==> src/rtl/counter_arbiter.sv <==
// counter_arbiter: round-robin front end for the parallel counter pair.
// Two requesters issue CLR/INC/DEC/LOAD operations over valid/ready. At most
// one operation is granted per clock and applied to the selected counter
// with modulo-LIMIT arithmetic. Wrap events are reported as one-cycle pulses.
module counter_arbiter #(
  parameter int WIDTH = 4,
  parameter int LIMIT = 8
) (
  input  logic             clk,
  input  logic             rst,
  input  logic             req1_valid,
  input  logic             req1_sel,
  input  logic [1:0]       req1_op,
  input  logic [WIDTH-1:0] req1_data,
  output logic             req1_ready,
  input  logic             req2_valid,
  input  logic             req2_sel,
  input  logic [1:0]       req2_op,
  input  logic [WIDTH-1:0] req2_data,
  output logic             req2_ready,
  output logic [WIDTH-1:0] counter1,
  output logic [WIDTH-1:0] counter2,
  output logic             wrap1,
  output logic             wrap2
);

  localparam logic [1:0] op_clr  = 2'b00;
  localparam logic [1:0] op_inc  = 2'b01;
  localparam logic [1:0] op_dec  = 2'b10;
  localparam logic [1:0] op_load = 2'b11;

  // Largest legal counter value, and the modulus widened by one bit so the
  // LOAD range check still works when LIMIT = 2**WIDTH.
  localparam logic [WIDTH-1:0] max_val   = WIDTH'(LIMIT - 1);
  localparam logic [WIDTH:0]   limit_ext = (WIDTH + 1)'(LIMIT);

  logic             prio_reg;
  logic             prio_next;
  logic             grant1;
  logic             grant2;
  logic             grant_any;
  logic             g_sel;
  logic [1:0]       g_op;
  logic [WIDTH-1:0] g_data;

  logic [1:0][WIDTH-1:0] cnt_out;
  logic [1:0]            wrap_out;

  // Round-robin grant: contention goes to the favoured requester; ready is
  // held low throughout reset so nothing is accepted in a reset cycle.
  always_comb begin
    grant1 = 1'b0;
    grant2 = 1'b0;
    if (!rst) begin
      if (req1_valid && req2_valid) begin
        grant1 = ~prio_reg;
        grant2 = prio_reg;
      end else begin
        grant1 = req1_valid;
        grant2 = req2_valid;
      end
    end
  end

  // Pointer moves away from whoever was just served; holds when idle.
  always_comb begin
    prio_next = prio_reg;
    if (grant1) begin
      prio_next = 1'b1;
    end else if (grant2) begin
      prio_next = 1'b0;
    end
  end

  // Priority pointer register.
  always_ff @(posedge clk) begin
    if (rst) begin
      prio_reg <= 1'b0;
    end else begin
      prio_reg <= prio_next;
    end
  end

  assign req1_ready = grant1;
  assign req2_ready = grant2;
  assign grant_any  = grant1 | grant2;
  assign g_sel      = grant2 ? req2_sel  : req1_sel;
  assign g_op       = grant2 ? req2_op   : req1_op;
  assign g_data     = grant2 ? req2_data : req1_data;

  genvar gi;
  generate
    for (gi = 0; gi < 2; gi++) begin : gen_cnt
      logic [WIDTH-1:0] cnt_reg;
      logic [WIDTH-1:0] cnt_next;
      logic             wrap_reg;
      logic             wrap_next;
      logic             hit;

      assign hit = grant_any && (g_sel == 1'(gi));

      // Apply the granted operation when it targets this counter; the wrap
      // flag is recomputed every cycle so it only lasts one cycle.
      always_comb begin
        cnt_next  = cnt_reg;
        wrap_next = 1'b0;
        if (hit) begin
          case (g_op)
            op_clr: cnt_next = '0;
            op_inc: begin
              if (cnt_reg == max_val) begin
                cnt_next  = '0;
                wrap_next = 1'b1;
              end else begin
                cnt_next = cnt_reg + WIDTH'(1);
              end
            end
            op_dec: begin
              if (cnt_reg == '0) begin
                cnt_next  = max_val;
                wrap_next = 1'b1;
              end else begin
                cnt_next = cnt_reg - WIDTH'(1);
              end
            end
            op_load: cnt_next = ({1'b0, g_data} < limit_ext) ? g_data : max_val;
            default: cnt_next = cnt_reg;
          endcase
        end
      end

      // Counter value and wrap pulse registers.
      always_ff @(posedge clk) begin
        if (rst) begin
          cnt_reg  <= '0;
          wrap_reg <= 1'b0;
        end else begin
          cnt_reg  <= cnt_next;
          wrap_reg <= wrap_next;
        end
      end

      assign cnt_out[gi]  = cnt_reg;
      assign wrap_out[gi] = wrap_reg;
    end
  endgenerate

  assign counter1 = cnt_out[0];
  assign counter2 = cnt_out[1];
  assign wrap1    = wrap_out[0];
  assign wrap2    = wrap_out[1];

endmodule

==> config.mk <==
export PLATFORM = sky130hd
export DESIGN_NAME = counter_arbiter
export DESIGN_NICKNAME = d
export VERILOG_FILES = /design/src/rtl/counter_arbiter.sv
export SDC_FILE = /design/constraint.sdc
export NUM_CORES = 1
export LEC_CHECK = 0
export BUFFER_PORTS_ARGS = -buffer_cell sky130_fd_sc_hd__buf_2
export CORE_MARGIN = 1
export CORE_UTILIZATION = 51
export CTS_CLUSTER_DIAMETER = 40
export DETAILED_ROUTE_END_ITERATION = 10
export HOLD_SLACK_MARGIN = 0.1
export PLACE_DENSITY = 0.87
export SETUP_SLACK_MARGIN = 0.05
export SLEW_MARGIN = 20
export SYNTH_ARGS = -nofsm -noshare
export SYNTH_HDL_FRONTEND = slang
export SYNTH_SLANG_ARGS = --single-unit
==> constraint.sdc <==
create_clock -name clk -period 2.7 [get_ports clk]
set_input_delay 0.405 -clock clk [delete_from_list [all_inputs] [get_ports clk]]
set_output_delay 0.405 -clock clk [all_outputs]
set_load 0.1 [all_outputs]
==> summary.md <==
| Metric | Value |
|---|---|
| Slew of the pin with the lowest slew margin | `486 ps` |
| Mean area per synthesized cell | `approximately 8.3 um2` |
| Synth cell types | `36` |
| Hold Crit Class | `in2reg` |
| Crit start category | `flip-flop` |
| Final GP Congestion | `about 0.85` |
| Htree depth | `1` |
| Final setup TNS | `0 ps` |
| Total power draw | `0.506 mW` |
| Area Overhead vs Synth | `17.5%` |
| CP Data Arrival Time | `2690 ps` |
| FF+latch area | `220 um2` |
| Setup-failing EPs final | `0` |
| R2R Path Start | `prio_reg` |
| Overall global routing resource usage | `0.233` |
| Worst clock skew | `3.76 ps` |
| Clk Latency, worst-skew pair | `270 ps` |
| Non-Filler Instances | `177` |
| Hold_sp | `req1_valid` |
| DRC viols | `0` |
| Fmax achieved | `around 400 MHz` |
| Post-DR vias/cell | `5.88` |
| Synth Warn # | `0` |
| Area of the multi-input gates | `around 730 um2` |
| Layout cells sized above 1 | `0.303` |
| Routed Antenna Nets | `0` |
| Post-synthesis net count | `approximately 150` |
| CTS tree | `yes` |
| Final hold violations | `0` |
| Dpl hpwl | `about 1700 um` |
| DR WL/cell | `around 12 um` |
| R2R Path End | `counter2[2]` |
| CTS root buffer | `clkbuf_4` |
| Final wirelength | `approximately 2200 um` |
| Rel. slew slack | `0.678` |
| Worst Path Class, Setup | `reg2reg` |
| Worst R2R Setup Slack | `210 ps` |
| Final min period | `2490 ps` |
| Initial DRC Count | `31` |
| Clock Sinks | `11` |
| Global-route wire length before repair | `between 3000 and 4000 um` |
| Outcome | `complete, no violations` |
| Core area | `approximately 1800 um2` |
| Post-CTS Setup Repair Bufs | `0` |
| Total gr overflow | `0` |
| Io pins | `30` |
| Row cnt | `15` |
| Initial antenna violation count | `0` |
| Pwr Density | `421 nW/um2` |
| Leakage | `0.560 nW` |
| Peak VDD IR | `0.229 mV` |
| Commonest non-fill, non-tap cells in the layout | `29 x buf_2, 11 x dfxtp_1, 10 x nor2_1, 10 x nand2_1` |
| DIE WIDTH | `46.8 um` |
| Number of antenna cells inserted | `0` |
| Final period util | `0.921` |
| Crit Path Max Fanout | `9` |
| DRT Pass-1 Iters | `4` |
| RSZ-0062 raised after global routing | `false` |
| Vias in the first global route | `924` |
| Vias post-DR | `around 1000` |
| Synth Cell Area | `1020 um2` |
| Max-Cap Viols | `0` |
| Fill cell count | `~170` |
| Seq/Total Area, Yosys | `0.215` |
| Most common cell after layout, fill and taps aside | `buf_2` |
| CP required | `2900 ps` |
| CTS buffer count | `3` |
| Pin count of the biggest net entering global routing | `12` |
| Hold endpoint | `prio_reg` |
| Slew Viols, Final | `0` |
| PortBufs | `29` |
| Cell count after synthesis | `123` |
| Die footprint | `approximately 2200 um2` |
| Longest Clk Path Bufs | `2` |
| CP Capture Type | `flip-flop` |
| CTS clock-pin slew for the worst setup and hold paths | `70 ps` |
| Reg2reg path depth | `10` |
| Inst Count DP | `173` |
| Final-stage net count | `181` |
| Hold Crit Depth | `3` |
| Crit. Startpoint | `prio_reg` |
| Flop and latch count out of synthesis | `11` |
| Die Ht | `46.8 um` |
| Initial core utilization | `0.569` |
[worst max-delay path: stages, from the launching register on]
cell	delay, ps
dfxtp_1	390
nand2b_2	180
and2_4	230
mux2_2	400
inv_1	110
ha_1	320
a221oi_1	120
a31oi_1	160
a311oi_1	60
or3_1	310
a21oi_1	130
[synth_stat cells]
library cell	instances	share of area
dfxtp_1	11	0.21
buf_12	1	0.020
nor2_1	10	0.037
nand2_1	10	0.037
a22oi_4	2	0.042
or3_1	4	0.024
a31oi_1	4	0.024
a211oi_4	1	0.020
o22ai_1	1	0.0061
a2bb2oi_1	1	0.0085
o31ai_1	2	0.015
a221oi_1	2	0.017
mux2_2	4	0.044
o311ai_1	1	0.0085
nand2b_1	7	0.043
clkbuf_1	3	0.011
nand3b_1	3	0.022
a211o_1	2	0.017
ha_1	10	0.12
nor3_1	2	0.0098
a21boi_0	1	0.0073
mux2i_1	2	0.020
o21ai_0	1	0.0049
nor2b_4	1	0.013
o311a_1	1	0.0098
nor4_1	2	0.012
a22oi_1	2	0.015
and2_4	1	0.0085
buf_2	2	0.0098
inv_1	9	0.033
a21oi_1	9	0.044
mux2_1	2	0.022
a311oi_1	3	0.026
nand2b_2	1	0.0085
nand3_1	4	0.020
or2_2	1	0.0061
[per-layer routing]
metal / up-vias / share of wire / global-route usage
li1: 508 / - / -
met1: 476 / 0.45 / 0.297
met2: 51 / 0.46 / 0.381
met3: 5 / 0.069 / 0.0308
met4: 0 / 0.020 / 0.126
met5: - / 0 / 0
[through the flow]
stage / setup WS, ps / hold slack [ps] / cell area [um2] / util
finish: 215 / 455 / 1200 / 0.668
global placement: 167 / 499 / 1170 / 0.652
detailed placement: 45.8 / 512 / 1170 / 0.652
CTS: 192 / 450 / 1200 / 0.667
global route: 52.0 / 463 / 1200 / 0.668
floorplan: 168 / 490 / 1020 / -
[repair_timing]
action / in CTS / in global routing
gates resized for setup: 0 / 1
setup endpoints to repair: 0 / 1
hold buffers: 0 / 0
[cells by family (layout without fill, tap and decap cells)]
kind of cell | Yosys count | after routing | synth area share
adder cells (fa/ha/maj) | 10 | 10 | 0.122
AND/OR/NAND/NOR | 46 | 46 | 0.241
flip-flops | 11 | 11 | 0.215
multiplexers | 8 | 8 | 0.0855
AO/OA/AOI/OAI | 33 | 33 | 0.264
buffers and inverters | 15 | 44 | 0.0733
[how the worst max path moves through the flow]
stage	to	cells past startpoint
3_3_place_gp	counter2[2]	11
3_5_place_dp	counter2[2]	11
2_1_floorplan	counter2[2]	12
6_report	counter2[2]	10
5_1_grt	counter2[2]	10
4_1_cts	counter2[2]	10
[power by group]
part	leakage [nW]	internal, mW	total, mW	switching (mW)
Combinational	0.455	0.0727	0.211	0.138
Sequential	0.0894	0.170	0.182	0.0123
Clock	0.0150	0.0572	0.113	0.0558
Total	0.560	0.300	0.506	0.207
[final cells by class]
type | count | area share
Timing Repair Buffer | 31 | 0.133
Multi-Input combinational cell | 97 | 0.608
Sequential cell | 11 | 0.183
Inverter | 9 | 0.0281
Tap cell | 25 | 0.0260
Clock buffer | 4 | 0.0218
Note: power is estimated with default switching activity, not from simulation.
